$ cat src/rtl/mem_bus_arbiter_if.sv
// Request/acknowledge signals of the fetch and data paths plus the bus-manager port,
// bundled for the two-requester memory-bus arbiter.
interface mem_bus_arbiter_if #(
    parameter int ADDR_W = 32,
    parameter int DATA_W = 32
);
    logic              if_req;
    logic [ADDR_W-1:0] if_addr;
    logic [DATA_W-1:0] if_rdata;
    logic              if_ack;
    logic              dm_read;
    logic              dm_write;
    logic [ADDR_W-1:0] dm_addr;
    logic [DATA_W-1:0] dm_wdata;
    logic [3:0]        dm_sel;
    logic [DATA_W-1:0] dm_rdata;
    logic              dm_ack;
    logic              err;
    logic              freeze;
    logic              read_i;
    logic              write_i;
    logic [ADDR_W-1:0] adr_i;
    logic [DATA_W-1:0] cpu_dat_i;
    logic [3:0]        sel_i;
    logic [DATA_W-1:0] cpu_dat_o;
    logic              busy_o;

    // The arbiter serves the requesters and drives the bus manager's strobes.
    modport slave (
        input  if_req, if_addr, dm_read, dm_write, dm_addr, dm_wdata, dm_sel,
               cpu_dat_o, busy_o,
        output if_rdata, if_ack, dm_rdata, dm_ack, err, freeze,
               read_i, write_i, adr_i, cpu_dat_i, sel_i
    );

    modport master (
        output if_req, if_addr, dm_read, dm_write, dm_addr, dm_wdata, dm_sel,
               cpu_dat_o, busy_o,
        input  if_rdata, if_ack, dm_rdata, dm_ack, err, freeze,
               read_i, write_i, adr_i, cpu_dat_i, sel_i
    );
endinterface

$ cat src/rtl/mem_bus_arbiter.sv
// Shares one memory-bus port between instruction fetch and data load/store:
// round-robin grant, single-cycle issue, wait on busy with timeout, one-cycle ack.
module mem_bus_arbiter #(
    parameter int ADDR_W  = 32,
    parameter int DATA_W  = 32,
    parameter int TIMEOUT = 255
) (
    input logic              clk,
    input logic              rst,
    mem_bus_arbiter_if.slave bus_io
);
    typedef enum logic [1:0] {IDLE, ISSUE, WAIT} state_e;
    typedef enum logic {GRANT_FETCH, GRANT_DATA} grant_e;

    localparam logic [7:0] TMO_LAST = 8'(TIMEOUT - 1);

    state_e            state_q, state_d;
    grant_e            lastGrant_q, lastGrant_d;
    grant_e            owner_q, owner_d;
    logic              isWrite_q, isWrite_d;
    logic [ADDR_W-1:0] adr_q, adr_d;
    logic [DATA_W-1:0] wdat_q, wdat_d;
    logic [3:0]        sel_q, sel_d;
    logic [7:0]        tmo_q, tmo_d;
    logic              ifAck_q, ifAck_d;
    logic              dmAck_q, dmAck_d;
    logic              err_q, err_d;
    logic [DATA_W-1:0] ifRdata_q, ifRdata_d;
    logic [DATA_W-1:0] dmRdata_q, dmRdata_d;

    logic dmReq;
    logic ifReqLive;
    logic dmReqLive;
    logic grantFetch;
    logic doGrant;
    logic complete;
    logic abort;
    logic finish;

    assign dmReq = bus_io.dm_read | bus_io.dm_write;

    // A requester still holds its request during its own ack cycle; masking it keeps
    // that stale request from being granted a second time.
    assign ifReqLive  = bus_io.if_req & ~ifAck_q;
    assign dmReqLive  = dmReq & ~dmAck_q;
    assign grantFetch = (ifReqLive & dmReqLive) ? (lastGrant_q == GRANT_DATA) : ifReqLive;
    assign doGrant    = (state_q == IDLE) & ~bus_io.busy_o & (ifReqLive | dmReqLive);
    assign complete   = (state_q == WAIT) & ~bus_io.busy_o;
    assign abort      = (state_q == WAIT) & bus_io.busy_o & (tmo_q == TMO_LAST);
    assign finish     = complete | abort;

    always_ff @(posedge clk) begin
        if (rst) begin
            state_q     <= IDLE;
            lastGrant_q <= GRANT_DATA;
            owner_q     <= GRANT_FETCH;
            isWrite_q   <= 1'b0;
            adr_q       <= '0;
            wdat_q      <= '0;
            sel_q       <= '0;
            tmo_q       <= '0;
            ifAck_q     <= 1'b0;
            dmAck_q     <= 1'b0;
            err_q       <= 1'b0;
            ifRdata_q   <= '0;
            dmRdata_q   <= '0;
        end else begin
            state_q     <= state_d;
            lastGrant_q <= lastGrant_d;
            owner_q     <= owner_d;
            isWrite_q   <= isWrite_d;
            adr_q       <= adr_d;
            wdat_q      <= wdat_d;
            sel_q       <= sel_d;
            tmo_q       <= tmo_d;
            ifAck_q     <= ifAck_d;
            dmAck_q     <= dmAck_d;
            err_q       <= err_d;
            ifRdata_q   <= ifRdata_d;
            dmRdata_q   <= dmRdata_d;
        end
    end

    always_comb begin
        state_d = state_q;
        unique case (state_q)
            IDLE:    if (doGrant) state_d = ISSUE;
            ISSUE:   state_d = WAIT;
            WAIT:    if (finish) state_d = IDLE;
            default: state_d = IDLE;
        endcase
    end

    // The bus address/select/data registers are loaded at grant so they present the
    // transaction during ISSUE and simply hold their value afterwards.
    always_comb begin
        lastGrant_d = lastGrant_q;
        owner_d     = owner_q;
        isWrite_d   = isWrite_q;
        adr_d       = adr_q;
        wdat_d      = wdat_q;
        sel_d       = sel_q;
        tmo_d       = '0;
        ifAck_d     = 1'b0;
        dmAck_d     = 1'b0;
        err_d       = 1'b0;
        ifRdata_d   = ifRdata_q;
        dmRdata_d   = dmRdata_q;

        if (doGrant) begin
            owner_d   = grantFetch ? GRANT_FETCH : GRANT_DATA;
            isWrite_d = ~grantFetch & bus_io.dm_write;
            adr_d     = grantFetch ? bus_io.if_addr : bus_io.dm_addr;
            sel_d     = grantFetch ? 4'hF : bus_io.dm_sel;
            wdat_d    = (~grantFetch & bus_io.dm_write) ? bus_io.dm_wdata : '0;
        end

        if ((state_q == WAIT) && bus_io.busy_o && !abort) begin
            tmo_d = tmo_q + 8'd1;
        end

        if (finish) begin
            lastGrant_d = owner_q;
            err_d       = abort;
            if (owner_q == GRANT_FETCH) begin
                ifAck_d   = 1'b1;
                ifRdata_d = abort ? '0 : bus_io.cpu_dat_o;
            end else begin
                dmAck_d = 1'b1;
                if (!isWrite_q) begin
                    dmRdata_d = abort ? '0 : bus_io.cpu_dat_o;
                end
            end
        end
    end

    assign bus_io.read_i    = (state_q == ISSUE) & ~isWrite_q;
    assign bus_io.write_i   = (state_q == ISSUE) & isWrite_q;
    assign bus_io.adr_i     = adr_q;
    assign bus_io.sel_i     = sel_q;
    assign bus_io.cpu_dat_i = wdat_q;
    assign bus_io.if_ack    = ifAck_q;
    assign bus_io.dm_ack    = dmAck_q;
    assign bus_io.err       = err_q;
    assign bus_io.if_rdata  = ifRdata_q;
    assign bus_io.dm_rdata  = dmRdata_q;
    assign bus_io.freeze    = ~rst & ((bus_io.if_req & ~ifAck_q) | (dmReq & ~dmAck_q));
endmodule

$ cat src/flat_wrapper.sv
// flat-port wrapper written by rule: the top's interface ports become plain ports
module mem_bus_arbiter_flat 
#(
    parameter int ADDR_W  = 32,
    parameter int DATA_W  = 32,
    parameter int TIMEOUT = 255
)
  (clk, rst, bus_io_if_req, bus_io_if_addr, bus_io_dm_read, bus_io_dm_write, bus_io_dm_addr, bus_io_dm_wdata, bus_io_dm_sel, bus_io_cpu_dat_o, bus_io_busy_o, bus_io_if_rdata, bus_io_if_ack, bus_io_dm_rdata, bus_io_dm_ack, bus_io_err, bus_io_freeze, bus_io_read_i, bus_io_write_i, bus_io_adr_i, bus_io_cpu_dat_i, bus_io_sel_i);
  mem_bus_arbiter_if #(.ADDR_W(ADDR_W), .DATA_W(DATA_W)) bus_io_i ();
  input logic clk;
  input logic rst;
  input wire logic [$bits(bus_io_i.if_req)-1:0] bus_io_if_req;
  input wire logic [$bits(bus_io_i.if_addr)-1:0] bus_io_if_addr;
  input wire logic [$bits(bus_io_i.dm_read)-1:0] bus_io_dm_read;
  input wire logic [$bits(bus_io_i.dm_write)-1:0] bus_io_dm_write;
  input wire logic [$bits(bus_io_i.dm_addr)-1:0] bus_io_dm_addr;
  input wire logic [$bits(bus_io_i.dm_wdata)-1:0] bus_io_dm_wdata;
  input wire logic [$bits(bus_io_i.dm_sel)-1:0] bus_io_dm_sel;
  input wire logic [$bits(bus_io_i.cpu_dat_o)-1:0] bus_io_cpu_dat_o;
  input wire logic [$bits(bus_io_i.busy_o)-1:0] bus_io_busy_o;
  output wire logic [$bits(bus_io_i.if_rdata)-1:0] bus_io_if_rdata;
  output wire logic [$bits(bus_io_i.if_ack)-1:0] bus_io_if_ack;
  output wire logic [$bits(bus_io_i.dm_rdata)-1:0] bus_io_dm_rdata;
  output wire logic [$bits(bus_io_i.dm_ack)-1:0] bus_io_dm_ack;
  output wire logic [$bits(bus_io_i.err)-1:0] bus_io_err;
  output wire logic [$bits(bus_io_i.freeze)-1:0] bus_io_freeze;
  output wire logic [$bits(bus_io_i.read_i)-1:0] bus_io_read_i;
  output wire logic [$bits(bus_io_i.write_i)-1:0] bus_io_write_i;
  output wire logic [$bits(bus_io_i.adr_i)-1:0] bus_io_adr_i;
  output wire logic [$bits(bus_io_i.cpu_dat_i)-1:0] bus_io_cpu_dat_i;
  output wire logic [$bits(bus_io_i.sel_i)-1:0] bus_io_sel_i;
  assign bus_io_i.if_req = bus_io_if_req;
  assign bus_io_i.if_addr = bus_io_if_addr;
  assign bus_io_i.dm_read = bus_io_dm_read;
  assign bus_io_i.dm_write = bus_io_dm_write;
  assign bus_io_i.dm_addr = bus_io_dm_addr;
  assign bus_io_i.dm_wdata = bus_io_dm_wdata;
  assign bus_io_i.dm_sel = bus_io_dm_sel;
  assign bus_io_i.cpu_dat_o = bus_io_cpu_dat_o;
  assign bus_io_i.busy_o = bus_io_busy_o;
  assign bus_io_if_rdata = bus_io_i.if_rdata;
  assign bus_io_if_ack = bus_io_i.if_ack;
  assign bus_io_dm_rdata = bus_io_i.dm_rdata;
  assign bus_io_dm_ack = bus_io_i.dm_ack;
  assign bus_io_err = bus_io_i.err;
  assign bus_io_freeze = bus_io_i.freeze;
  assign bus_io_read_i = bus_io_i.read_i;
  assign bus_io_write_i = bus_io_i.write_i;
  assign bus_io_adr_i = bus_io_i.adr_i;
  assign bus_io_cpu_dat_i = bus_io_i.cpu_dat_i;
  assign bus_io_sel_i = bus_io_i.sel_i;
  mem_bus_arbiter #(.ADDR_W(ADDR_W), .DATA_W(DATA_W), .TIMEOUT(TIMEOUT)) u_core (.clk(clk), .rst(rst), .bus_io(bus_io_i));
endmodule
$ cat config.mk
export PLATFORM = sky130hd
export DESIGN_NAME = mem_bus_arbiter_flat
export DESIGN_NICKNAME = d
export VERILOG_FILES = /design/src/rtl/mem_bus_arbiter_if.sv /design/src/rtl/mem_bus_arbiter.sv /design/src/flat_wrapper.sv
export SDC_FILE = /design/constraint.sdc
export NUM_CORES = 1
export LEC_CHECK = 0
export CAP_MARGIN = 40
export CORE_AREA = 3 3 105 107
export DETAILED_ROUTE_END_ITERATION = 8
export DIE_AREA = 0 0 108 110
export DONT_BUFFER_PORTS = 1
export HOLD_SLACK_MARGIN = 0.12
export PLACE_DENSITY = 0.74
export SYNTH_ARGS = -nofsm -noshare
export SYNTH_HDL_FRONTEND = slang
export SYNTH_SLANG_ARGS = --single-unit
$ cat constraint.sdc
create_clock -name clk -period 3.9 [get_ports clk]
set_input_delay 0.78 -clock clk [delete_from_list [all_inputs] [get_ports clk]]
set_output_delay 0.78 -clock clk [all_outputs]
set_load 0.01 [all_outputs]
---- Word-level counts from Yosys, hierarchy flattened ----
Index checks and enable logic that the tools add are counted.
operators by class
  add/subtract/negate cells ............... 1
  equal/unequal tests ..................... 5
  muxes and demuxes ....................... 11
  bitwise operators ....................... 24
  reduce and logical (&&, ||, !) cells .... 9
operators by type and width
  cell                   count
  $mux W32               3
  $and A1 B1 Y1          12
  $not A1 Y1             9
  $add A8 B1 Y8 const B  1
  $eq A8 B8 Y1 const B   1
  $pmux W2 S3            1
  $mux W1                4
  $mux W2                2
  $mux W4                1
  $ne A2 B1 Y1 const B   2
  $reduce_and A2 Y1      2
  $reduce_or A2 Y1       2
  $or A1 B1 Y1           3
  $reduce_and A3 Y1      1
  $eq A2 B1 Y1 const B   1
  $eq A2 B2 Y1 const B   1
  $logic_and A1 B1 Y1    2
  $logic_not A2 Y1       1
  $logic_not A1 Y1       1
word-level totals
  flip-flop bits (word level) ............. 148
  output and inout port bits .............. 138
  logic and storage cells ................. 63

---- Longest topological paths before layout ----
Gate-level depths: netlist of run 1.
  depth in word-level cells ............... 7
  gate-level depth with buffers ........... 7

---- Worst setup path before layout of run 1 ----
No wires, ideal clock.
  kind .................................... input-to-output
  start point ............................. input rst
  end point ............................... output bus_io_freeze
  arrival time ............................ 1373 ps
  data required time ...................... 3120 ps
  path slack .............................. 1747 ps
  cell stages on the path ................. 3
  buffers on the path ..................... 2
  path through ............................ clkbuf_1 -> clkbuf_1 -> nor2_1
on the way
  word-level cells in the longest chain between the ends .. 2
ends and longest elaborated chain
  item           RTL line                source
  from (decl)    flat_wrapper.sv:11      input logic rst;
  $not A1 Y1     mem_bus_arbiter.sv:147  assign bus_io.freeze = ~rst & ((bus_io.if_req & ~ifAck_q) | (dmReq & ~dmAck_q));
  $and A1 B1 Y1  mem_bus_arbiter.sv:147
  to (decl)      flat_wrapper.sv:26      output wire logic [$bits(bus_io_i.freeze)-1:0] bus_io_freeze;
No other way between the ends.

---- Final worst setup path of run 1 ----
  start point ............................. register u_core.ifAck_q, in the netlist u_core.bus_io.if_ack
  end point ............................... output bus_io_freeze
on the way
  word-level cells in the longest chain between the ends .. 4
ends and longest elaborated chain
  item                    RTL line                source
  from (decl)             mem_bus_arbiter.sv:25   logic ifAck_q, ifAck_d;
  from (signal assigned)  mem_bus_arbiter.sv:76   ifAck_q <= ifAck_d;
  $not A1 Y1              mem_bus_arbiter.sv:147
  $and A1 B1 Y1           mem_bus_arbiter.sv:147
  $or A1 B1 Y1            mem_bus_arbiter.sv:147
  $and A1 B1 Y1           mem_bus_arbiter.sv:147
No other way between the ends.

==> impl_results.md, run 1 <==
- # resized after CTS: 0
- CP startpoint kind: flip-flop
- Crit path required time: 3120 ps
- Classification of the worst setup path: flip-flop to output port
- Pins over their slew limit: 0
- Worst Path Arrival: 1450 ps
- Postcts setup bufs: 0
- Switching power total: 0.000823 W
- Share of flip-flops with an asynchronous set or reset: 0
- Clock skew after layout: 5.96 ps
- Synth cell types: 37
- Multi-input logic area: 0.00242 mm^2
- Inserted Clock Buffers: 17
- Seq pwr share: 0.483
- Skew-Pair Late Insertion Delay: 520 ps
- CP max FO: 5
- Antenna-violating nets left: 0
- Die Wd: 108 um
- Clock-pin slew on the worst setup and hold paths: 60 ps
- Row cnt: 37
- Hold crit path type: primary input to flip-flop
- Largest net degree at the start of global routing: 79
- Fin. Hold Viols: 0
- Via/cell ratio: 5.98
- Avg Inst Size Synth: 8.54 um^2
- Die area: 0.0119 mm^2
- Minimum clock period: 2230 ps
- Layout cells sized above 1: 0.0814
- Max incr delay on CP: 350 ps
- Wire per inst: 19.4 um
- Seq. cell area: 0.00296 mm^2
- Remaining routing DRC violations: 0
- Synth Instances: 664
- First-pass GRT wire length: 22.9 mm
- Fmax: 0.448 GHz
- Final WS setup: 1670 ps
- Htree depth: 4
- Ys flop type: dfxtp_1
- Max transition margin: 0.479
- Die Y: 110 um
- Sequential-to-total area share from yosys stat: 0.522
- Placer Congestion: 0.822
- Setup TNS: 0 ps
- Root Buffer: clkbuf_8
- Total grt overflow: 0
- Slew @ Worst Pin: 779 ps
- Syn-to-layout area delta: 11.3%
- Hpwl dp: 10.5 mm
- Most frequent cells in the layout: dfxtp_1 (148), nand2_1 (129), o21ai_0 (90)
- Leak: 2.24 nW
- Synth Cell Area: 0.00567 mm^2
- Warnings, synthesis: 0
- # clock sinks: 148
- Max Root-Sink Buffers: 2
- #FFs+latches synth: 148
- I/O Buffers: 0
- Fin Hold WS: 337 ps
- Nets@finish: 779
- Vias in the first global route: 4539
- Post-Route WL: 15.2 mm
- Setup-failing EPs final: 0
- Fillers: 859
- Post-place setup slack: 1610 ps
- Number of synthesized flops with an enable pin: 0
- Placeable Area: 0.0102 mm^2
- Pwr per Cell Area: 538 mW/mm^2
- Syn_nets: 804
- Cts hold-fix bufs: 0
- Switching share of power: 0.242
- Antenna violations before repair: 0
- Unrepaired setup endpoints after global routing: false
- Logic pwr share: 0.061
- Total power: 0.00340 W
- Max_cap viols: 0
- Vias after detailed routing: 4704
- VDD IR max: 304 uV
- Critical Path Most Common Cell: nor2_1
- Worst path slowest cell: dfxtp_1
- Starting DRT DRC Count: 344
- CTS tree: yes
- Clock power share: 0.456
- TritonRoute pass-1 iters: 5
- Power Internal: 0.00257 W
- Worst Setup End Kind: output port
- Ant diodes: 0
- Starting density of the core: 0.554
- # IOs: 276
- Most common cell after layout, fill and taps aside: dfxtp_1
- Outcome: completed
- Final period utilization: 0.573
- Overall routing resource usage: 0.246
- Worst-path cell chain: nor2b_2, nor2_1, nor2_1
## layer usage
| metal | vias up | wire length (um) | global-route usage |
|---|---|---|---|
| li1 | 2247 | - | - |
| met1 | 2199 | 5640 | 0.277 |
| met2 | 227 | 7680 | 0.420 |
| met3 | 31 | 1600 | 0.0914 |
| met4 | 0 | 325 | 0.108 |
| met5 | - | 0 | 0 |
## synth_stat cells, drive strengths merged (5+ instances only)
library cell,n,area (um^2)
o21ai,99,499
a31oi,32,200
a211oi,5,37.5
clkbuf,39,146
nand2,129,484
dfxtp,148,2960
nor2b,33,209
nor2,24,90.1
a21oi,65,325
buf,18,134
a22o,32,283
xor2,5,43.8
nand3,5,25.0
inv,5,18.8
## worst max-delay path: cells and delay by family (launching register included)
| kind | cells | cell delay, ps |
|---|---|---|
| DFF | 1 | 350 |
| and+or+nand+nor | 3 | 590 |
## worst paths after layout
path | from | end | slack [ps] | cells after the start
max | u_core.bus_io.if_ack$_SDFF_PP0_ | bus_io_freeze | 1670 | 3
min | rst | u_core.bus_io.dm_rdata[8]$_SDFFE_PP0P_ | 340 | 1
max reg2reg | u_core.tmo_q[0]$_SDFF_PP0_ | u_core.bus_io.dm_rdata[14]$_SDFFE_PP0P_ | 1760 | 6
min reg2reg | u_core.bus_io.if_rdata[4]$_SDFFE_PP0P_ | u_core.bus_io.if_rdata[4]$_SDFFE_PP0P_ | 520 | 2
## kinds of logic after synthesis
group                      synth area share
AOI/OAI and AO/OA                     0.251
and+or+nand+nor                       0.160
DFF                                   0.522
buffers and inverters                0.0527
xor gates and xnor gates            0.00926
adders and majority gates           0.00441
## per-stage QoR
step,cells,util,area (um^2)
detailed placement,756,0.562,5750
global placement,749,0.549,5620
finish,787,0.617,6310
floorplan,664,-,5670
CTS,787,0.617,6310
global route,787,0.617,6310
## power by group through the flow
| stage | Combinational [W] | Sequential [W] | Clock, W |
|---|---|---|---|
| finish | 0.000206 | 0.00164 | 0.00155 |
| global route | 0.000233 | 0.00165 | 0.00165 |
| detailed placement | 0.000206 | 0.00168 | 0 |
| floorplan | 0.000181 | 0.00166 | 0 |
| global placement | 0.000183 | 0.00168 | 0 |
| CTS | 0.000206 | 0.00164 | 0.00158 |
## flip-flops by register name (all words and copies together) (netlist names)
register	flops
u_core.tmo_q	8
u_core.bus_io.sel_i	4
u_core.state_q	2
u_core.bus_io.adr_i	32
u_core.owner_q	1
u_core.bus_io.if_ack	1
u_core.bus_io.err	1
u_core.lastGrant_q	1
u_core.bus_io.cpu_dat_i	32
u_core.isWrite_q	1
u_core.bus_io.if_rdata	32
u_core.bus_io.dm_ack	1
u_core.bus_io.dm_rdata	32
## area by class of cell
type	instances	share of cell area
multi-input cells	454	0.384
flip-flops and latches	148	0.469
repair buffers	13	0.0277
well taps	136	0.0269
clock buffers	20	0.0690
clock inverters	11	0.0204
inverters	5	0.00297
Power figures use the tool's default switching activity.
==> inputs of run 2 (changes only) <==
- CORE_AREA: 3 3 105 107 -> not set
- CORE_ASPECT_RATIO: not set -> 0.6
- CORE_MARGIN: not set -> 3
- CORE_UTILIZATION: not set -> 62
- DIE_AREA: 0 0 108 110 -> not set
- PLACE_DENSITY: 0.74 -> 0.82
- clock period: 3.9 -> 2.2 ns (I/O delays scaled with it)
==> run 2 against run 1 <==
Net effect: total power grew 85%; critical path type is now flip-flop to flip-flop; clock power up 94%; worst hold slack got worse by 190 ps; largest power group is now the clock network; highest routed layer unchanged; global-route usage rose by 3.2 points; clock-buffer cell count is 3 lower.
==> impl_results.md, run 2 (same netlist as run 1, synthesis figures left out) <==
- Final period utilization: 0.796
- Pins over their slew limit: 0 (unchanged)
- CP startpoint kind: flip-flop
- Total grt overflow: 0 (unchanged)
- Starting density of the core: 0.653 (+0.0986)
- # IOs: 276 (unchanged)
- Worst path slowest cell: dfxtp_1
- Placer Congestion: 0.794 (-3.5%)
- Inserted Clock Buffers: 17 (unchanged)
- Fin Hold WS: 145 ps (-192 ps)
- Setup TNS: 0 ps (unchanged)
- # resized after CTS: 0 (unchanged)
- Die Y: 80.1 um (-27%)
- Worst Path Buf+Inv: 2 (+2)
- Skew-Pair Late Insertion Delay: 410 ps (-110 ps)
- Hold crit path type: primary input to flip-flop
- Setup-failing EPs final: 0 (unchanged)
- Final WS setup: 450 ps (-1220 ps)
- Vias in the first global route: 4435 (-2.3%)
- Outcome: completed
- Max transition margin: 0.711 (+0.232)
- Minimum clock period: 1750 ps
- Wire per inst: 19.5 um (+0.78%)
- Slew @ Worst Pin: 433 ps (-346 ps)
- Cts hold-fix bufs: 2 (+2)
- Layout cells sized above 1: 0.0885 (+0.00714)
- Overall routing resource usage: 0.278 (+0.0321)
- Clock skew after layout: 8.55 ps (+2.59 ps)
- # clock sinks: 148 (unchanged)
- Die area: 0.0104 mm^2 (-13%)
- VDD IR max: 620 uV (+100%)
- Fmax: 0.571 GHz
- Remaining routing DRC violations: 0 (unchanged)
- Max incr delay on CP: 440 ps (+90 ps)
- I/O Buffers: 0 (unchanged)
- Max Root-Sink Buffers: 2 (unchanged)
- Pwr per Cell Area: 996 mW/mm^2 (+85%)
- Hpwl dp: 10.2 mm (-2.6%)
- Post-Route WL: 15.0 mm (-1.8%)
- Syn-to-layout area delta: 11.4% (about the same)
- Worst Setup End Kind: flip-flop
- Via/cell ratio: 6.09 (+2.0%)
- Post-place setup slack: 474 ps (-1140 ps)
- Worst-path cell chain: inv_1, ha_1, a41oi_4, buf_12, o21ai_0, a21oi_1
- Leak: 2.27 nW (+1.6%)
- Most frequent cells in the layout: dfxtp_1 (148), nand2_1 (129), o21ai_0 (90)
- CP top delay family: compound AO/OA/AOI/OAI gates
- Worst Path Arrival: 2080 ps (+630 ps)
- Unrepaired setup endpoints after global routing: false
- Starting DRT DRC Count: 442 (+28%)
- Row cnt: 26 (-30%)
- TritonRoute pass-1 iters: 5 (unchanged)
- First-pass GRT wire length: 22.9 mm (-0.15%)
- Placeable Area: 0.00869 mm^2 (-15%)
- Antenna violations before repair: 0 (unchanged)
- Nets@finish: 782 (+0.39%)
- Classification of the worst setup path: flip-flop to flip-flop
- Crit path required time: 2530 ps (-590 ps)
- Vias after detailed routing: 4674 (-0.64%)
- Die Wd: 129 um (+20%)
- Final design utilization: 0.728 (+0.110)
- Most common cell after layout, fill and taps aside: dfxtp_1
- Max_cap viols: 0 (unchanged)
- Clock-pin slew on the worst setup and hold paths: 60 ps (about the same)
- Ant diodes: 0 (unchanged)
- Antenna-violating nets left: 0 (unchanged)
- CTS tree: yes
- Postcts setup bufs: 0 (unchanged)
- CP max FO: 64 (+59)
- Root Buffer: clkbuf_16
- Htree depth: 4 (unchanged)
- Largest net degree at the start of global routing: 73 (-7.6%)
- Fin. Hold Viols: 0 (unchanged)
[run 2: where the power goes]
part	switching (W)	internal [W]
sequential	0.000121	0.00278
clock	0.00119	0.00182
combinational	0.000248	0.000135
[run 2: metrics by stage]
stage,cells,total power [W],area (um^2)
2_1_floorplan,664,0.00326,5670
3_3_place_gp,733,0.00330,5660
3_5_place_dp,733,0.00332,5660
4_1_cts,767,0.00632,6320
5_1_grt,767,0.00652,6320
6_report,767,0.00629,6320
[run 2: metal layers]
| layer | part of all wire | global-route usage | up-vias |
|---|---|---|---|
| li1 | - | - | 2253 |
| met1 | 0.40 | 0.348 | 2183 |
| met2 | 0.49 | 0.457 | 220 |
| met3 | 0.096 | 0.106 | 18 |
| met4 | 0.013 | 0.0705 | 0 |
| met5 | 0 | 0 | - |
[run 2: area by class of cell]
cell class / count / area (um^2)
flip-flops and latches: 148 / 2960
multi-input cells: 454 / 2420
fillers: 664 / 2370
clock buffers: 17 / 425
clock inverters: 15 / 194
repair buffers: 16 / 155
well taps: 112 / 140
inverters: 5 / 18.8
[run 2: worst paths after layout]
check | from | end | slack [ps] | depth (start not counted)
max | u_core.tmo_q[0]$_SDFF_PP0_ | u_core.bus_io.dm_rdata[11]$_SDFFE_PP0P_ | 450 | 6
min | rst | u_core.state_q[1]$_SDFFE_PP0P_ | 140 | 1
min reg2reg | u_core.owner_q$_SDFFE_PP0P_ | u_core.bus_io.if_ack$_SDFF_PP0_ | 500 | 1
max reg2reg | u_core.tmo_q[0]$_SDFF_PP0_ | u_core.bus_io.dm_rdata[11]$_SDFFE_PP0P_ | 450 | 6
==> inputs of run 3 (changes only) <==
- clock period: 2.2 -> 1.65 ns (I/O delays scaled with it)
==> run 3 against run 2 <==
Net effect: the run now ends with hold timing, setup timing left; critical path type unchanged; core utilization is 14 points higher; worst hold slack worse by 160 ps; register-to-register slack worse by 480 ps; total power is 38% higher; critical endpoint is now u_core.bus_io.dm_rdata[23]$_SDFFE_PP0P_; global-route usage is 8.4 points higher; largest cell class unchanged; highest routed layer unchanged.
==> impl_results.md, run 3 (same netlist as run 1, synthesis figures left out) <==
- Root Buffer: clkbuf_16
- Max_cap viols: 0 (unchanged)
- Fmax: 0.596 GHz (+4.4%)
- TritonRoute pass-1 iters: 6 (+1)
- Wl on met1: 6.92 mm (+16%)
- Clock skew after layout: 14.9 ps (+6.30 ps)
- Syn-to-layout area delta: 33.1%
- Leak: 2.80 nW (+23%)
- Top sig layer: met4
- Minimum clock period: 1680 ps (-73.3 ps)
- Total power: 0.00870 W (+38%)
- Antenna violations before repair: 2 (+2)
- Switching share of power: 0.252 (+0.00441)
- Hold crit path type: primary input to flip-flop
- CTS tree: yes
- Met2 WL post-DR: 10.0 mm (+36%)
- Seq pwr share: 0.447 (-0.015)
- Wire per inst: 23.6 um (+21%)
- Violated checks: hold timing, setup timing
- Post-Route WL: 20.7 mm (+39%)
- WL met3: 2.48 mm (+72%)
- Die area: 0.0104 mm^2 (unchanged)
- Skew-Pair Late Insertion Delay: 420 ps (about the same)
- Inserted Clock Buffers: 17 (unchanged)
- Starting density of the core: 0.653 (unchanged)
- CP max FO: 32 (-50%)
- Htree depth: 4 (unchanged)
- Remaining routing DRC violations: 0 (unchanged)
- Outcome: finished, violations left
- Worst Path Arrival: 1970 ps (-110 ps)
- Max transition margin: 0.714 (+0.00288)
- Fin Hold WS: -12.9 ps (-158 ps)
- Slew @ Worst Pin: 427 ps (-5.53 ps)
- Final period utilization: 1.02 (+0.221)
- Total grt overflow: 0 (unchanged)
- VDD IR max: 968 uV (+56%)
- Placeable Area: 0.00869 mm^2 (unchanged)
- Vias in the first global route: 5460 (+23%)
- Cts hold-fix bufs: 97 (+95)
- CP startpoint kind: flip-flop
- Final instance area: 0.00755 mm^2 (+19%)
- Die Y: 80.1 um (unchanged)
- Hpwl dp: 10.3 mm (+1.3%)
- # IOs: 276 (unchanged)
- Power Internal: 0.00651 W (+37%)
- Nets@finish: 893 (+14%)
- Placer Congestion: 0.843 (+6.2%)
- Switching power total: 0.00219 W (+41%)
- Largest net degree at the start of global routing: 79 (+8.2%)
- Crit path required time: 1940 ps (-590 ps)
- Antenna-violating nets left: 0 (unchanged)
- Die Wd: 129 um (unchanged)
- Via/cell ratio: 6.56 (+7.6%)
- Vias after detailed routing: 5772 (+23%)
- Worst Setup End Kind: flip-flop
- Setup-failing EPs final: 3 (+3)
- Most common cell after layout, fill and taps aside: dfxtp_1
- Placed inst area: 0.00582 mm^2 (+2.7%)
- Pwr per Cell Area: 1150 mW/mm^2 (+16%)
- Row cnt: 26 (unchanged)
- I/O Buffers: 0 (unchanged)
- Post-place setup slack: 70.3 ps (-404 ps)
- Clock power share: 0.458 (-0.019)
- Pins over their slew limit: 0 (unchanged)
- Logic pwr share: 0.095 (+0.034)
- Starting DRT DRC Count: 667 (+51%)
- Overall routing resource usage: 0.362 (+0.0837)
- Clock-pin slew on the worst setup and hold paths: 60 ps (about the same)
- Classification of the worst setup path: flip-flop to flip-flop
- First-pass GRT wire length: 29.1 mm (+27%)
- Most frequent cells in the layout: dfxtp_1 (146), nand2_1 (129), dlygate4sd3_1 (97)
- # clock sinks: 148 (unchanged)
- Final WS setup: -27.2 ps (-477 ps)
- Max Root-Sink Buffers: 2 (unchanged)
- Fin. Hold Viols: 18 (+18)
- Fillers: 399 (-40%)
- Layout cells sized above 1: 0.0979 (+0.00936)
-- run 3: cell type report --
type,instances,area (um^2),share of cell area
clock buffer,18,429,0.0569
multi-input combinational,454,2430,0.322
tap,112,140,0.0186
sequential,148,2970,0.393
inverter,5,18.8,0.00249
antenna,2,5.00,0.000663
timing repair buffer,127,1380,0.183
clock inverter,14,175,0.0232
-- run 3: path summary, 6_finish.rpt --
check	cells after the start	startpoint	slack [ps]	endpoint
worst max-delay path	5	u_core.state_q[0]$_SDFFE_PP0P_	-30	u_core.bus_io.dm_rdata[23]$_SDFFE_PP0P_
worst min-delay path	1	rst	-10	u_core.bus_io.dm_rdata[10]$_SDFFE_PP0P_
worst max register to register	5	u_core.state_q[0]$_SDFFE_PP0P_	-30	u_core.bus_io.dm_rdata[23]$_SDFFE_PP0P_
worst min register to register	2	u_core.bus_io.dm_rdata[4]$_SDFFE_PP0P_	520	u_core.bus_io.dm_rdata[4]$_SDFFE_PP0P_
-- run 3: timing repair --
item,in CTS,in global routing
hold endpoints to repair,139,74
resized for setup,0,7
endpoints found under the setup margin,0,93
buffers inserted,0,4
-- run 3: stage by stage --
stage | std cells | utilization | TNS, ps
2_1_floorplan | 664 | - | 0
3_3_place_gp | 740 | 0.670 | 0
3_5_place_dp | 740 | 0.670 | 0
4_1_cts | 869 | 0.851 | 0
5_1_grt | 880 | 0.869 | -611
6_report | 880 | 0.869 | -54.0
-- run 3: worst max-delay path: stages, from the launching register on --
cell and delay (ps):
dfxtp_1 340, nand2b_1 230, or3_1 330, buf_4 240, o21ai_0 300, a21oi_1 120
-- run 3: power groups by stage --
stage / sequential [W] / combinational, W / clock (W)
3_3_place_gp: 0.00395 / 0.000493 / 0
6_report: 0.00389 / 0.000825 / 0.00399
3_5_place_dp: 0.00395 / 0.000514 / 0
4_1_cts: 0.00388 / 0.000701 / 0.00395
5_1_grt: 0.00390 / 0.000874 / 0.00417
2_1_floorplan: 0.00392 / 0.000427 / 0
-- run 3: layer usage --
metal  up-vias  track usage
met5         -            0
met1      2633        0.402
met2       519        0.618
li1       2480            -
met3       140        0.112
met4         0        0.211
